### config.mk
export PLATFORM = sky130hd
export DESIGN_NAME = ccd_row_feeder
export DESIGN_NICKNAME = d
export VERILOG_FILES = /design/src/rtl/ccd_pkg.sv /design/src/rtl/ccd_rd_pipe.sv /design/src/rtl/ccd_row_feeder.sv
export SDC_FILE = /design/constraint.sdc
export NUM_CORES = 1
export LEC_CHECK = 0
export ABC_CLOCK_PERIOD_IN_PS = 2500
export CAP_MARGIN = 25
export CORE_AREA = 2 2 90 74
export DETAILED_ROUTE_END_ITERATION = 10
export DIE_AREA = 0 0 92 76
export GPL_TIMING_DRIVEN = 1
export PLACE_DENSITY = 0.83
export SYNTH_ARGS = -nofsm -noshare
export SYNTH_HDL_FRONTEND = slang
export SYNTH_SLANG_ARGS = --single-unit
### constraint.sdc
create_clock -name clk -period 2.5 [get_ports clk]
set_clock_uncertainty 0.15 [all_clocks]
set_input_delay 0.5 -clock clk [delete_from_list [all_inputs] [get_ports clk]]
set_output_delay 0.5 -clock clk [all_outputs]
set_load 0.01 [all_outputs]
### src/rtl/ccd_pkg.sv
// Shared definitions for the CCD row feeder and the line-buffer control.
// Holds the FSM encoding and the default frame geometry.
package ccd_pkg;

    typedef enum logic [1:0] {
        ST_IDLE     = 2'd0,
        ST_ACTIVE   = 2'd1,
        ST_HBLANK   = 2'd2,
        ST_WAIT_END = 2'd3
    } state_t;

    localparam int PIX_W_DEF    = 8;
    localparam int ROW_LEN_DEF  = 640;
    localparam int NUM_ROWS_DEF = 480;
    localparam int HBLANK_DEF   = 4;
    localparam int CNT_W_DEF    = 11;

endpackage

### src/rtl/ccd_rd_pipe.sv
// Two-stage read pipe: aligns FIFO data (one cycle after the pop)
// with the valid/sof/eol tags produced by that pop.
module ccd_rd_pipe #(
    parameter int PIX_W = 8
) (
    input  logic             clk,
    input  logic             aclr_n,
    input  logic             rd,
    input  logic             sof_tag,
    input  logic             eol_tag,
    input  logic [PIX_W-1:0] q,
    output logic             data_valid,
    output logic [PIX_W-1:0] pixel,
    output logic             sof,
    output logic             eol
);

    logic rd_d1;
    logic sof_d1;
    logic eol_d1;

    always_ff @(posedge clk or negedge aclr_n) begin
        if (!aclr_n) begin
            rd_d1      <= 1'b0;
            sof_d1     <= 1'b0;
            eol_d1     <= 1'b0;
            data_valid <= 1'b0;
            sof        <= 1'b0;
            eol        <= 1'b0;
            pixel      <= '0;
        end else begin
            rd_d1      <= rd;
            sof_d1     <= sof_tag;
            eol_d1     <= eol_tag;
            data_valid <= rd_d1;
            sof        <= rd_d1 & sof_d1;
            eol        <= rd_d1 & eol_d1;
            if (rd_d1)
                pixel <= q;
        end
    end

endmodule

### src/rtl/ccd_row_feeder.sv
// Frames FIFO pixels into rows with horizontal blanking and
// holds each new frame until the line buffer reports frame_end.
module ccd_row_feeder
    import ccd_pkg::*;
#(
    parameter int PIX_W    = PIX_W_DEF,
    parameter int ROW_LEN  = ROW_LEN_DEF,
    parameter int NUM_ROWS = NUM_ROWS_DEF,
    parameter int HBLANK   = HBLANK_DEF,
    parameter int CNT_W    = CNT_W_DEF
) (
    input  logic             clk,
    input  logic             aclr_n,
    input  logic             enable,
    input  logic             fifo_rdempty,
    input  logic [PIX_W-1:0] fifo_q,
    output logic             fifo_rdreq,
    input  logic             frame_end,
    output logic             data_valid,
    output logic [PIX_W-1:0] pixel_out,
    output logic             sof,
    output logic             eol,
    output logic             busy,
    output logic             underrun,
    output logic [7:0]       frame_cnt
);

    localparam logic [CNT_W-1:0] COL_LAST   = CNT_W'(ROW_LEN - 1);
    localparam logic [CNT_W-1:0] ROW_LAST   = CNT_W'(NUM_ROWS - 1);
    localparam logic [CNT_W-1:0] BLANK_LAST = CNT_W'(HBLANK - 1);
    localparam logic [CNT_W-1:0] ONE        = CNT_W'(1);

    state_t           state, state_nx;
    logic [CNT_W-1:0] col, col_nx;
    logic [CNT_W-1:0] row, row_nx;
    logic [CNT_W-1:0] blank, blank_nx;
    logic             underrun_nx;
    logic [7:0]       frame_cnt_nx;
    logic             pop;
    logic             sof_tag;
    logic             eol_tag;

    always_ff @(posedge clk or negedge aclr_n) begin
        if (!aclr_n) begin
            state     <= ST_IDLE;
            col       <= '0;
            row       <= '0;
            blank     <= '0;
            underrun  <= 1'b0;
            frame_cnt <= '0;
        end else begin
            state     <= state_nx;
            col       <= col_nx;
            row       <= row_nx;
            blank     <= blank_nx;
            underrun  <= underrun_nx;
            frame_cnt <= frame_cnt_nx;
        end
    end

    always_comb begin
        state_nx     = state;
        col_nx       = col;
        row_nx       = row;
        blank_nx     = blank;
        underrun_nx  = underrun;
        frame_cnt_nx = frame_cnt;
        pop          = 1'b0;
        case (state)
            ST_IDLE: begin
                if (enable) begin
                    state_nx    = ST_ACTIVE;
                    col_nx      = '0;
                    row_nx      = '0;
                    underrun_nx = 1'b0;
                end
            end
            ST_ACTIVE: begin
                pop = !fifo_rdempty;
                if (fifo_rdempty) begin
                    underrun_nx = 1'b1;
                end else if (col == COL_LAST) begin
                    col_nx   = '0;
                    blank_nx = '0;
                    state_nx = (row == ROW_LAST) ? ST_WAIT_END : ST_HBLANK;
                end else begin
                    col_nx = col + ONE;
                end
            end
            ST_HBLANK: begin
                if (blank == BLANK_LAST) begin
                    state_nx = ST_ACTIVE;
                    row_nx   = row + ONE;
                end else begin
                    blank_nx = blank + ONE;
                end
            end
            ST_WAIT_END: begin
                // frame_end outside this state is deliberately dropped
                if (frame_end) begin
                    frame_cnt_nx = frame_cnt + 8'd1;
                    if (enable) begin
                        state_nx    = ST_ACTIVE;
                        col_nx      = '0;
                        row_nx      = '0;
                        underrun_nx = 1'b0;
                    end else begin
                        state_nx = ST_IDLE;
                    end
                end
            end
            default: state_nx = ST_IDLE;
        endcase
    end

    assign sof_tag    = pop && (row == '0) && (col == '0);
    assign eol_tag    = pop && (col == COL_LAST);
    assign fifo_rdreq = pop;
    assign busy       = (state != ST_IDLE);

    ccd_rd_pipe #(
        .PIX_W(PIX_W)
    ) u_rd_pipe (
        .clk       (clk),
        .aclr_n    (aclr_n),
        .rd        (pop),
        .sof_tag   (sof_tag),
        .eol_tag   (eol_tag),
        .q         (fifo_q),
        .data_valid(data_valid),
        .pixel     (pixel_out),
        .sof       (sof),
        .eol       (eol)
    );

endmodule
Word-level counts from Yosys, hierarchy flattened --
Index checks and enable logic that the tools add are counted.
Operators by class: add/subtract/negate cells 4, equal/unequal tests 13, mux-type cells 26, bitwise logic cells 2, reduce and logical (&&, ||, !) cells 17
Operator list (number):
- $mux W11 | 10
- $pmux W11 S3 | 2
- $add A11 B1 Y11 const B | 3
- $logic_not A11 Y1 | 2
- $pmux W11 S2 | 1
- $ne A2 B2 Y1 const B | 7
- $eq A11 B10 Y1 const B | 1
- $eq A11 B2 Y1 const B | 1
- $eq A11 B9 Y1 const B | 1
- $mux W2 | 5
- $reduce_and A3 Y1 | 3
- $add A8 B1 Y8 const B | 1
- $pmux W2 S4 | 1
- $mux W1 | 6
- $reduce_bool A3 Y1 | 2
- $reduce_and A5 Y1 | 1
- $eq A2 B2 Y1 const B | 2
- $reduce_and A4 Y1 | 1
- $reduce_bool A2 Y1 | 2
- $logic_and A1 B1 Y1 | 3
- $pmux W1 S3 | 1
- $and A1 B1 Y1 | 2
- $eq A2 B1 Y1 const B | 1
- $logic_not A2 Y1 | 1
- other kinds (2) | 2
Storage, ports and cells: register bits 58, input bits 13, output and inout bits 22

Longest topological paths before layout --
Gate-level depths: netlist (run 1).
word-level depth 5, gate-level depth with buffers 6, depth with buffers taken out 5

Modules after synthesis --
A second synthesis (run 1) with hierarchy kept.
Unflattened totals: cells, all modules 304, area, all modules 3049.2 µm²
By module, submodules not included:
- ccd_row_feeder | times used 1, cells an instance 279, area an instance 2552.4 µm², seq. area each 1101.1 µm²
- ccd_rd_pipe | times used 1, cells an instance 25, area an instance 496.7 µm², seq. area each 350.3 µm²

Worst setup path before layout (run 1) --
Ideal clock, no wire load.
kind reg-to-reg, start reg blank[3], end reg row[10], setup time 124 ps, arrival time 2052 ps, data required time 2226 ps, path slack 174 ps, cell stages (with the launch flop) 7, buffers on the path 2, cell sequence dfrtp_1 > or4_1 > buf_2 > or4_4 > buf_6 > and2_4 > a211o_1
Between the ends: word-level cells in the longest chain between the ends 3
Ends and longest elaborated chain:
- from (decl) | RTL line ccd_row_feeder.sv:36 | logic [CNT_W-1:0] blank, blank_nx;
- from (signal assigned) | RTL line ccd_row_feeder.sv:55 | blank <= blank_nx;
- $eq A11 B2 Y1 | RTL line ccd_row_feeder.sv:91 | if (blank == BLANK_LAST) begin
- $ne A2 B2 Y1 (no line)
- $reduce_and A3 Y1 (no line)
- to (signal assigned) | RTL line ccd_row_feeder.sv:54 | row <= row_nx;
- to (decl) | RTL line ccd_row_feeder.sv:35 | logic [CNT_W-1:0] row, row_nx;
Every way passes these cells. A chain may end at the register's enable or synchronous reset.

Worst setup path in the final report (run 1) --
start in fifo_rdempty, end out fifo_rdreq
Between the ends: word-level cells in the longest chain between the ends 2
Ends and longest elaborated chain:
- from (decl) | RTL line ccd_row_feeder.sv:15 | input logic fifo_rdempty,
- $logic_not A1 Y1 | RTL line ccd_row_feeder.sv:79 | pop = !fifo_rdempty;
- $mux W1 | RTL line ccd_row_feeder.sv:69 | case (state)
- to (decl) | RTL line ccd_row_feeder.sv:17 | output logic fifo_rdreq,
Every way passes these cells.

==> metrics.md, run 1 <==
| Metric | Value |
|---|---|
| Crit. End Element | output pin |
| Total area of multi-input combinational cells | approximately 1400 sq um |
| Number of maximum-capacitance constraint violations | 0 |
| Worst hold-check path type | reg2reg |
| Cell area after placement | 3466 sq um |
| # port buffers | 34 |
| Worst setup path category | in2out |
| Placer congestion estimate | between 0.8 and 0.9 |
| Endpoint of the most critical register-to-register path | blank[5]$_DFFE_PN0P_ |
| Total global routing overflow | 0 |
| Clk Latency, worst-skew pair | ~0.35 ns |
| Total placed cells including tap cells | 413 |
| Syn Inst Count | roughly 290 |
| Count of cell types in the netlist | 54 |
| Source of the worst hold timing path | u_rd_pipe.eol_d1$_DFF_PN0_ |
| Via-to-Cell Ratio | just under 6 |
| Clock sink count | 58 |
| Leakage dissipation | 1.585 nW |
| Hold EP | u_rd_pipe.eol$_DFF_PN0_ |
| HPWL Detailed | approximately 4500 um |
| Number of detailed-route iterations in the first pass | 5 |
| Total wire length | 6563 um |
| Worst Tran Pin Value | approximately 0.52 ns |
| Inserted Clock Buffers | 9 |
| Clock-pin slew reported for the worst setup and hold paths after clock tree synthesis | approximately 0.070 ns |
| Share of the cycle needed by the critical path after routing | 0.9594 |
| Count of final setup violators | 0 |
| Power density of the placed cells | approximately 630 nW/um^2 |
| Std-Cell Core Area | just over 6000 sq um |
| Pin count of the biggest net entering global routing | 59 |
| Detailed-route DRC error count | 0 |
| Buffer levels on the longest clock path | 2 |
| Detail Route Antenna Nets | 0 |
| Die Ht | about 76 um |
| Total count of max-transition violations in the final report | 0 |
| Count of cells along the worst register-to-register path | 6 |
| Unrepaired setup endpoints after global routing | false |
| Post-synth EDFFs | 0 |
| Worst IR Drop VDD | roughly 0.00037 V |
| Share of the synthesized area in the top cell type | 0.4899 |
| Leading register cell type out of synthesis | dfrtp_1 |
| Yosys warning total | 0 |
| Final worst path period need | between 2 and 2.5 ns |
| Post-synthesis to final-layout area growth | 24.92% |
| # rows | 26 |
| Vias in the first global route | between 2k and 2.5k |
| Initial core utilization | 0.4794 |
| Post-synthesis register bit count | slightly below 60 |
| Synth cell count leaders | dfrtp_1, nand2_1, nand3_1, a21oi_1, nor2_1 |
| Async set-reset flop share out of synthesis | 1.000 |
| Number of ports placed on the die boundary | 35 |
| Die Width | roughly 92 um |
| FF-to-FF Start | blank[3]$_DFFE_PN0P_ |
| CTS H-tree lvls | 3 |
| Number of antenna violations at the first check in global routing | 0 |
| Avg Inst Size Synth | between 10 and 15 sq um |
| WL/cell | 15.26 um |
| Top cells by area, synth | dfrtp_1, mux2_2, nand3_1 |
| Total number of vias | around 2.5k |
| Post-synthesis cell area | 2963 sq um |
| Most common cell in the netlist | dfrtp_1 |
| Diode insertion count for antenna repair | 0 |
| Area of all placed cells without fillers | roughly 3700 sq um |
| Cell depth of the worst hold path | 1 |
| Clock root buffer | clkbuf_8 |
| F_max | about 420 MHz |
| Startpoint type of the worst setup path | input port |
| Area of all sequential standard cells | about 1500 sq um |
| TritonCTS clock tree | done |
| Critical path peak fanout | 3 |
| Die area | roughly 7000 sq um |
| Nets | 360 |
| Worst EP arrival | between 1.5 and 2 ns |
| Non-filler instance count after layout | 430 |
| Worst max-slew margin expressed relative to the limit | 0.6464 |
| Share of synthesized area occupied by flip-flops and latches | 0.4899 |
| Number of inserted filler cells in the final layout | 519 |
| Post-synth top area cell | dfrtp_1 |
| Required arrival time at the worst endpoint | about 1.9 ns |
| Run status | complete, no violations |
| Iteration-0 DRC count of the detailed router | around 210 |
| Overall track demand over capacity in global routing | 0.2054 |
| Number of hold violations in the final report | 0 |
| Layout cells sized above 1 | 0.1445 |
| Reg2reg setup slack | between 0.15 and 0.2 ns |
| Net count after synthesis | 312 |
| Global-route wire length before repair | 11410 um |
-- kinds of logic (layout without fill, tap and decap cells) --
group	after synthesis	in the layout	synth area share
xor gates and xnor gates	10	10	0.02956
muxes	14	14	0.05110
buffers and inverters	22	75	0.03125
AOI/OAI and AO/OA	71	71	0.1605
and+or+nand+nor	112	112	0.2124
adders and majority gates	6	6	0.02534
DFF	58	58	0.4899
-- registers in the layout (all words and copies together), names as in the netlist --
register and count:
underrun 1, state 2, u_rd_pipe.pixel 8, row 11, blank 11, u_rd_pipe.eol 1
frame_cnt 8, u_rd_pipe.rd_d1 1, u_rd_pipe.sof_d1 1, col 11, u_rd_pipe.eol_d1 1, u_rd_pipe.sof 1
u_rd_pipe.data_valid 1
-- worst max-delay path, cell delays in order --
cell	delay, ns
clkdlybuf4s50_1	0.43
or3b_2	0.46
inv_1	0.09
dlygate4sd2_1	0.27
-- metrics by stage --
stage / hold WS (ns) / utilization / total power (W) / setup WS, ns / TNS (ns)
final: 0.3190 / 0.5988 / 0.002320 / 0.1016 / 0
after global routing: 0.3394 / 0.5988 / 0.002417 / 0.006671 / 0
after CTS: 0.3244 / 0.5988 / 0.002341 / 0.08560 / 0
after detailed placement: 0.2900 / 0.5607 / 0.001352 / -0.1831 / -0.1831
after global placement: 0.2846 / 0.5607 / 0.001340 / -0.1800 / -0.1800
after floorplan: 0.05441 / - / 0.001222 / 0.1739 / 0
-- worst max path at each step --
| stage | from | endpoint | slack (ns) | cells past startpoint |
|---|---|---|---|---|
| 5_1_grt | fifo_rdempty | fifo_rdreq | 0.007 | 4 |
| 2_1_floorplan | blank[3]$_DFFE_PN0P_ | row[10]$_DFFE_PN0P_ | 0.17 | 6 |
| 3_5_place_dp | fifo_rdempty | fifo_rdreq | -0.18 | 4 |
| 4_1_cts | fifo_rdempty | fifo_rdreq | 0.09 | 4 |
| 3_3_place_gp | fifo_rdempty | fifo_rdreq | -0.18 | 4 |
| 6_report | fifo_rdempty | fifo_rdreq | 0.10 | 4 |
-- metal layers --
metal  up-vias  global-route usage  part of all wire
met2       100              0.2809              0.43
met1      1229              0.3031              0.47
met5         -                   0                 0
li1       1197                   -                 -
met3        14             0.06726             0.082
met4         0             0.07910             0.014
-- what timing repair did --
action,CTS,global route
gates resized for setup,1,0
endpoints found under the hold margin,1,0
hold buffers,1,0
setup buffers,0,0
endpoints found under the setup margin,1,0
-- cell usage in the layout, fill, tap and decap left out, types with 8 or more instances in the layout --
| cell type | Yosys | final |
|---|---|---|
| a21oi_1 | 14 | 14 |
| mux2_2 | 9 | 9 |
| a31oi_1 | 12 | 12 |
| clkbuf_8 | 0 | 9 |
| nand2b_1 | 8 | 8 |
| nor2_1 | 14 | 14 |
| clkdlybuf4s50_1 | 0 | 32 |
| o21ai_0 | 9 | 9 |
| xnor2_1 | 8 | 8 |
| and3_1 | 10 | 10 |
| inv_1 | 10 | 10 |
| nand4_1 | 9 | 9 |
| nand2_1 | 19 | 19 |
| buf_4 | 0 | 13 |
| nand3_1 | 17 | 17 |
| dfrtp_1 | 58 | 58 |
-- where the power goes --
group / internal [W] / switching, W / total (W) / leakage, nW
Sequential: 0.00100 / 0.0000908 / 0.00110 / 0.694
Combinational: 0.000127 / 0.000117 / 0.000243 / 0.781
Clock: 0.000569 / 0.000413 / 0.000982 / 0.110
Total: 0.00170 / 0.000620 / 0.00232 / 1.58
-- final cells by class --
type,count,area share
flip-flops and latches,58,0.3922
multi-input cells,213,0.3834
inverters,10,0.01014
repair buffers,49,0.1247
well taps,84,0.02840
clock inverters,7,0.02772
clock buffers,9,0.03347
Note: power is estimated with default switching activity, not from simulation.
==> run 2, diff against run 1 <==
--- a/config.mk
+++ b/config.mk
@@ -11,7 +11,8 @@
 export DETAILED_ROUTE_END_ITERATION = 10
 export DIE_AREA = 0 0 92 76
 export GPL_TIMING_DRIVEN = 1
-export PLACE_DENSITY = 0.83
+export PLACE_DENSITY_LB_ADDON = 0.12
+export REMOVE_ABC_BUFFERS = 1
 export SYNTH_ARGS = -nofsm -noshare
 export SYNTH_HDL_FRONTEND = slang
 export SYNTH_SLANG_ARGS = --single-unit
==> run 2 against run 1 <==
Effect of this change:
- critical path depth stayed put
- critical path type unchanged
- via count fell by 2.3%
- first-iteration DRC count grew 14%
- combinational power is essentially flat
==> metrics.md, run 2 (same netlist as run 1, synthesis figures left out) <==
| Metric | Value |
|---|---|
| Run status | complete, no violations (unchanged) |
| Total wire length | 6599 um (was 6563 um) |
| # port buffers | 34 (unchanged) |
| Nets | 363 (was 360) |
| Met2 wire len | 2827 um (was 2828 um) |
| Number of detailed-route iterations in the first pass | 4 (was 5) |
| Placer congestion estimate | 0.8892 (was 0.8460) |
| Sw Pwr | 0.0005644 W (was 0.0006205 W) |
| Worst EP arrival | 1.74 ns (was 1.75 ns) |
| WL/cell | 15.24 um (was 15.26 um) |
| Most frequent standard cell in the layout excluding fill and tap cells | dfrtp_1 (unchanged) |
| Final hold slack | 0.03007 ns (was 0.3190 ns) |
| Highest routing layer actually used | met4 (unchanged) |
| FF-to-FF Start | blank[4]$_DFFE_PN0P_ (was blank[3]$_DFFE_PN0P_) |
| Top Registers | blank (11), col (11), row (11) (unchanged) |
| TritonCTS clock tree | done (unchanged) |
| Number of ports placed on the die boundary | 35 (unchanged) |
| Via-to-Cell Ratio | 5.732 (was 5.907) |
| Iteration-0 DRC count of the detailed router | 239 (was 209) |
| Wire length on met3 | 409 um (was 540 um) |
| Total count of max-transition violations in the final report | 0 (unchanged) |
| Worst setup path category | in2out (unchanged) |
| Vias in the first global route | 2391 (was 2357) |
| Required arrival time at the worst endpoint | 1.85 ns (about the same) |
| Startpoint type of the worst setup path | input port (unchanged) |
| Number of hold violations in the final report | 0 (unchanged) |
| Layout cells sized above 1 | 0.1519 (was 0.1445) |
| Clock root buffer | clkbuf_8 (unchanged) |
| Total global routing overflow | 0 (unchanged) |
| Length of routed wiring on met1 | 3335 um (was 3099 um) |
| Diode insertion count for antenna repair | 0 (unchanged) |
| Initial core utilization | 0.4794 (unchanged) |
| Worst hold-check path type | in2async (was reg2reg) |
| Area of all sequential standard cells | 1451 sq um (unchanged) |
| Number of buffers added to fix hold violations after cts | 0 (was 1) |
| Count of final setup violators | 0 (unchanged) |
| Reg2reg setup slack | 0.23 ns (was 0.19 ns) |
| F_max | 419.2 MHz (was 416.9 MHz) |
| Die area | 6992 sq um (unchanged) |
| Final worst path period need | 2.385 ns (was 2.398 ns) |
| Worst IR Drop VDD | 0.0004226 V (was 0.0003741 V) |
| Power Internal | 0.001717 W (was 0.001699 W) |
| Overall track demand over capacity in global routing | 0.2008 (was 0.2054) |
| Global-route wire length before repair | 11230 um (was 11410 um) |
| Critical path peak fanout | 2 (was 3) |
| Total area of multi-input combinational cells | 1419 sq um (unchanged) |
| Unrepaired setup endpoints after global routing | false (unchanged) |
| Count of cells along the worst register-to-register path | 4 (was 6) |
| Clock network power share | 0.415 (was 0.423) |
| Final Total Pwr | 0.002281 W (was 0.002320 W) |
| Pin count of the biggest net entering global routing | 35 (was 59) |
| Detailed-route DRC error count | 0 (unchanged) |
| Share of total power in combinational logic | 0.105 (about the same) |
| Clock sink count | 58 (unchanged) |
| Std-Cell Core Area | 6181 sq um (unchanged) |
| Number of antenna violations at the first check in global routing | 0 (unchanged) |
| Number of inserted filler cells in the final layout | 523 (was 519) |
| Die Width | 92 um (unchanged) |
| Leakage dissipation | 1.598 nW (was 1.585 nW) |
| Endpoint of the most critical register-to-register path | row[7]$_DFFE_PN0P_ (was blank[5]$_DFFE_PN0P_) |
| Part of the total power dissipated in sequential elements | 0.480 (was 0.472) |
| HPWL Detailed | 4713 um (was 4494 um) |
| Clock-pin slew reported for the worst setup and hold paths after clock tree synthesis | 0.06 ns (was 0.07 ns) |
| Power density of the placed cells | 614.2 nW/um^2 (was 626.8 nW/um^2) |
| Post-synthesis to final-layout area growth | 25.34% (was 24.92%) |
| Crit. End Element | output pin (unchanged) |
| Leading cell types in the layout, fill and taps excluded | dfrtp_1, clkdlybuf4s50_1, nand2_1, nand3_1, buf_4 (was dfrtp_1, clkdlybuf4s50_1, nand2_1, nand3_1) |
| Buffer levels on the longest clock path | 2 (unchanged) |
| Post-CTS setup-driven buffer insertion count | 0 (unchanged) |
| Share of the cycle needed by the critical path after routing | 0.9541 (was 0.9594) |
| Post_cts resized | 1 (unchanged) |
| # rows | 26 (unchanged) |
| CTS H-tree lvls | 3 (unchanged) |
| Number of maximum-capacitance constraint violations | 0 (unchanged) |
| Switching fraction of total power | 0.2474 (was 0.2674) |
| Clk Latency, worst-skew pair | 0.33 ns (was 0.35 ns) |
| Worst max-slew margin expressed relative to the limit | 0.5857 (was 0.6464) |
| Worst Tran Pin Value | 0.6214 ns (was 0.5231 ns) |
| Total Neg Setup Slack | 0 ns (unchanged) |
| Total number of vias | 2482 (was 2540) |
| Inserted Clock Buffers | 9 (unchanged) |
| Die Ht | 76 um (unchanged) |
| Detail Route Antenna Nets | 0 (unchanged) |
==> run 2: changes by cell type in the layout (fill, tap and decap cells not counted) <==
cell / delta
clkbuf_1: +1
clkinv_2: +2
buf_4: +4
clkbuf_8: +1
clkinv_4: -3
inv_6: -1
dlygate4sd3_1: -1
==> run 2: worst max-delay path, stage by stage <==
cell and delay (ns):
clkdlybuf4s50_1 0.41, or3b_2 0.46, inv_1 0.09, dlygate4sd2_1 0.27
==> run 2: metrics by stage <==
step	cell area [sq um]	std cells	worst slack [ns]	utilization
global placement	3496	417	-0.1553	0.5656
global route	3714	433	0.06615	0.6008
CTS	3714	433	0.1001	0.6008
finish	3714	433	0.1146	0.6008
detailed placement	3496	417	-0.1684	0.5656
floorplan	2908	281	0.2524	-
==> run 2: final cells by class <==
type	instances	share of cell area
clock buffers	11	0.03807
clock inverters	5	0.02089
inverters	10	0.01011
multi-input cells	213	0.3821
flip-flops and latches	58	0.3908
well taps	84	0.02830
repair buffers	52	0.1297
==> run 2: metal layers <==
metal / global-route usage / up-vias
met4: 0.07313 / 0
li1: - / 1207
met3: 0.04946 / 4
met5: 0 / -
met1: 0.2966 / 1185
met2: 0.2875 / 86
==> run 2: worst max-delay path by stage <==
stage,from,slack (ns),cells past startpoint,endpoint
after floorplan,blank[3]$_DFFE_PN0P_,0.25,4,row[10]$_DFFE_PN0P_
after global placement,fifo_rdempty,-0.16,4,fifo_rdreq
after detailed placement,fifo_rdempty,-0.17,4,fifo_rdreq
after CTS,fifo_rdempty,0.10,4,fifo_rdreq
after global routing,blank[4]$_DFFE_PN0P_,0.07,6,blank[4]$_DFFE_PN0P_
final,fifo_rdempty,0.11,4,fifo_rdreq
==> run 2: power by group through the flow <==
| stage | clock network (W) | registers (W) | logic, W |
|---|---|---|---|
| finish | 0.000946 | 0.00110 | 0.000240 |
| global route | 0.00103 | 0.00111 | 0.000269 |
| CTS | 0.000982 | 0.00109 | 0.000243 |
| detailed placement | 0 | 0.00111 | 0.000244 |
| global placement | 0 | 0.00111 | 0.000237 |
| floorplan | 0 | 0.00109 | 0.000128 |
==> run 3, diff against run 2 <==
--- a/config.mk
+++ b/config.mk
@@ -5,11 +5,11 @@
 export SDC_FILE = /design/constraint.sdc
 export NUM_CORES = 1
 export LEC_CHECK = 0
-export ABC_CLOCK_PERIOD_IN_PS = 2500
+export ABC_CLOCK_PERIOD_IN_PS = 2900
 export CAP_MARGIN = 25
-export CORE_AREA = 2 2 90 74
+export CORE_AREA = 2 2 86 71
 export DETAILED_ROUTE_END_ITERATION = 10
-export DIE_AREA = 0 0 92 76
+export DIE_AREA = 0 0 88 73
 export GPL_TIMING_DRIVEN = 1
 export PLACE_DENSITY_LB_ADDON = 0.12
 export REMOVE_ABC_BUFFERS = 1
==> constraint.sdc (replaced) <==
create_clock -name clk -period 2.9 [get_ports clk]
set_clock_uncertainty 0.15 [all_clocks]
set_input_delay 0.58 -clock clk [delete_from_list [all_inputs] [get_ports clk]]
set_output_delay 0.58 -clock clk [all_outputs]
set_load 0.01 [all_outputs]
==> run 3 against run 2 <==
Effect of this change:
- sequential power decreased by 14%
- total power decreased by 18%
- clock power decreased by 23%
- highest routed layer unchanged
- sequential share of layout area increased by 1.1 points
- worst hold slack improved by 0.28 ns
- critical path type unchanged
- worst setup slack got worse by 0.039 ns
- routed wire length decreased by 5.7%
==> metrics.md, run 3 (same netlist as run 1, synthesis figures left out) <==
| Metric | Value |
|---|---|
| WL/cell | 14.78 um (was 15.24 um) |
| Total global routing overflow | 0 (unchanged) |
| # rows | 25 (was 26) |
| Leading cell types in the layout, fill and taps excluded | dfrtp_1, clkdlybuf4s50_1, nand2_1, nand3_1 (was dfrtp_1, clkdlybuf4s50_1, nand2_1, nand3_1, buf_4) |
| Iteration-0 DRC count of the detailed router | 180 (was 239) |
| Top Registers | blank (11), col (11), row (11) (unchanged) |
| Total count of max-transition violations in the final report | 0 (unchanged) |
| Number of antenna violations at the first check in global routing | 0 (unchanged) |
| Buffers and inverters on the worst path | 3 (unchanged) |
| Die Width | 88 um (was 92 um) |
| Clock root buffer | clkbuf_8 (unchanged) |
| Pin count of the biggest net entering global routing | 23 (was 35) |
| Number of inserted filler cells in the final layout | 463 (was 523) |
| Clock sink count | 58 (unchanged) |
| Final hold slack | 0.3052 ns (was 0.03007 ns) |
| Worst hold-check path type | reg2reg (was in2async) |
| Via-to-Cell Ratio | 5.819 (was 5.732) |
| TritonCTS clock tree | done (unchanged) |
| Crit. End Element | output pin (unchanged) |
| Biggest cell delay along the critical path | 0.53 ns (was 0.46 ns) |
| Leakage dissipation | 1.543 nW (was 1.598 nW) |
| Post-synthesis to final-layout area growth | 21.83% (was 25.34%) |
| Detail Route Antenna Nets | 0 (unchanged) |
| Global-route wire length before repair | 10780 um (was 11230 um) |
| Worst setup path category | in2out (unchanged) |
| Inserted Clock Buffers | 9 (unchanged) |
| Detailed-route DRC error count | 0 (unchanged) |
| Layout cells sized above 1 | 0.1265 (was 0.1519) |
| Overall track demand over capacity in global routing | 0.2209 (was 0.2008) |
| Std-Cell Core Area | 5662 sq um (was 6181 sq um) |
| Total wire length | 6221 um (was 6599 um) |
| Cell-by-cell listing of the critical path | clkdlybuf4s50_1 -> or3b_2 -> inv_1 -> clkdlybuf4s50_1 (was clkdlybuf4s50_1 -> or3b_2 -> inv_1 -> dlygate4sd2_1) |
| Initial core utilization | 0.5233 (was 0.4794) |
| Number of hold violations in the final report | 0 (unchanged) |
| HPWL Detailed | 4453 um (was 4713 um) |
| Worst IR Drop VDD | 0.0003673 V (was 0.0004226 V) |
| Worst Tran Pin Value | 0.5432 ns (was 0.6214 ns) |
| Clk Latency, worst-skew pair | 0.34 ns (was 0.33 ns) |
| Unrepaired setup endpoints after global routing | false (unchanged) |
| Die area | 6424 sq um (was 6992 sq um) |
| Number of maximum-capacitance constraint violations | 0 (unchanged) |
| Buffer levels on the longest clock path | 2 (unchanged) |
| Post_cts resized | 0 (was 1) |
| CTS H-tree lvls | 3 (unchanged) |
| Final Total Pwr | 0.001876 W (was 0.002281 W) |
| Most frequent standard cell in the layout excluding fill and tap cells | dfrtp_1 (unchanged) |
| # port buffers | 34 (unchanged) |
| Nets | 354 (was 363) |
| Final worst path period need | between 2 and 3 ns |
| Placer congestion estimate | 0.8667 (was 0.8892) |
| Crit path top cell by count | clkdlybuf4s50_1 |
| Startpoint type of the worst setup path | input port (unchanged) |
| Worst EP arrival | 2.09 ns (was 1.74 ns) |
| Kind of cell with the highest combined delay on the critical path | buffers and inverters (unchanged) |
| F_max | about 350 MHz |
| Diode insertion count for antenna repair | 0 (unchanged) |
| End-of-flow core utilization | 0.6376 (was 0.6008) |
| Vias in the first global route | 2285 (was 2391) |
| Number of ports placed on the die boundary | 35 (unchanged) |
| Number of detailed-route iterations in the first pass | 4 (unchanged) |
| Total Neg Setup Slack | 0 ns (unchanged) |
| Run status | complete, no violations (unchanged) |
| Clock-pin slew reported for the worst setup and hold paths after clock tree synthesis | 0.07 ns (was 0.06 ns) |
| Power density of the placed cells | 519.8 nW/um^2 (was 614.2 nW/um^2) |
| Share of the cycle needed by the critical path after routing | 0.9738 |
| Critical path peak fanout | 3 (was 2) |
| Required arrival time at the worst endpoint | 2.17 ns (was 1.85 ns) |
| Count of final setup violators | 0 (unchanged) |
| Library cell contributing the largest single delay on the critical path | clkdlybuf4s50_1 (was or3b_2) |
| Worst max-slew margin expressed relative to the limit | 0.6346 (was 0.5857) |
| Total number of vias | 2450 (was 2482) |
| Die Ht | 73 um (was 76 um) |
[run 3: cell types whose count changed in the layout (fill, tap and decap cells not counted)]
cell             before  now
dlygate4sd3_1         0    1
clkinvlp_4            1    0
buf_12                1    0
clkinv_2              2    3
clkinv_4              0    1
clkdlybuf4s50_1      32   33
dlygate4sd2_1         1    0
bufinv_16             2    1
buf_4                17    8
[run 3: stage by stage]
step / instance area, sq um / worst slack (ns) / instances
floorplan: 2908 / 0.6524 / 281
global placement: 3405 / 0.06681 / 404
detailed placement: 3405 / 0.06650 / 404
CTS: 3610 / 0.06459 / 421
global route: 3610 / 0.01710 / 421
finish: 3610 / 0.07587 / 421
[run 3: report_power, final]
part | leakage [nW] | internal (W) | switching (W) | total (W)
Sequential | 0.694 | 0.000866 | 0.0000767 | 0.000943
Combinational | 0.746 | 0.000108 | 0.0000962 | 0.000204
Clock | 0.103 | 0.000417 | 0.000313 | 0.000729
Total | 1.54 | 0.00139 | 0.000485 | 0.00188
[run 3: per-layer routing]
metal  up-vias  wire length, um  part of all wire  global-route usage
met3         7              439             0.071             0.05995
met2        85             2768              0.44              0.3140
li1       1183                -                 -                   -
met1      1175             2958              0.48              0.3201
met5         -                0                 0                   0
met4         0               55            0.0088             0.09060
[run 3: area by class of cell]
class | instances | area (sq um) | area share
Timing Repair Buffer | 43 | 405.4 | 0.1123
Tap cell | 81 | 101.3 | 0.02808
Inverter | 10 | 37.54 | 0.01040
Clock buffer | 11 | 141.4 | 0.03917
Multi-Input combinational cell | 213 | 1419 | 0.3931
Clock inverter | 5 | 53.80 | 0.01490
Sequential cell | 58 | 1451 | 0.4021
[run 3: path summary, 6_finish.rpt]
kind / start / endpoint / slack, ns / depth (start not counted)
min: u_rd_pipe.sof_d1$_DFF_PN0_ / u_rd_pipe.sof$_DFF_PN0_ / 0.31 / 1
max in group asynchronous: aclr_n / blank[5]$_DFFE_PN0P_ / 1.45 / 3
max: fifo_rdempty / fifo_rdreq / 0.08 / 4
min reg2reg: u_rd_pipe.sof_d1$_DFF_PN0_ / u_rd_pipe.sof$_DFF_PN0_ / 0.31 / 1
max reg2reg: blank[3]$_DFFE_PN0P_ / row[7]$_DFFE_PN0P_ / 0.52 / 4
min in group asynchronous: aclr_n / frame_cnt[6]$_DFFE_PN0P_ / 0.52 / 2
[run 3: timing repair]
item	CTS	global route
hold endpoints to repair	15	0
endpoints found under the setup margin	0	0
hold buffers	1	0
setup buffers	0	0
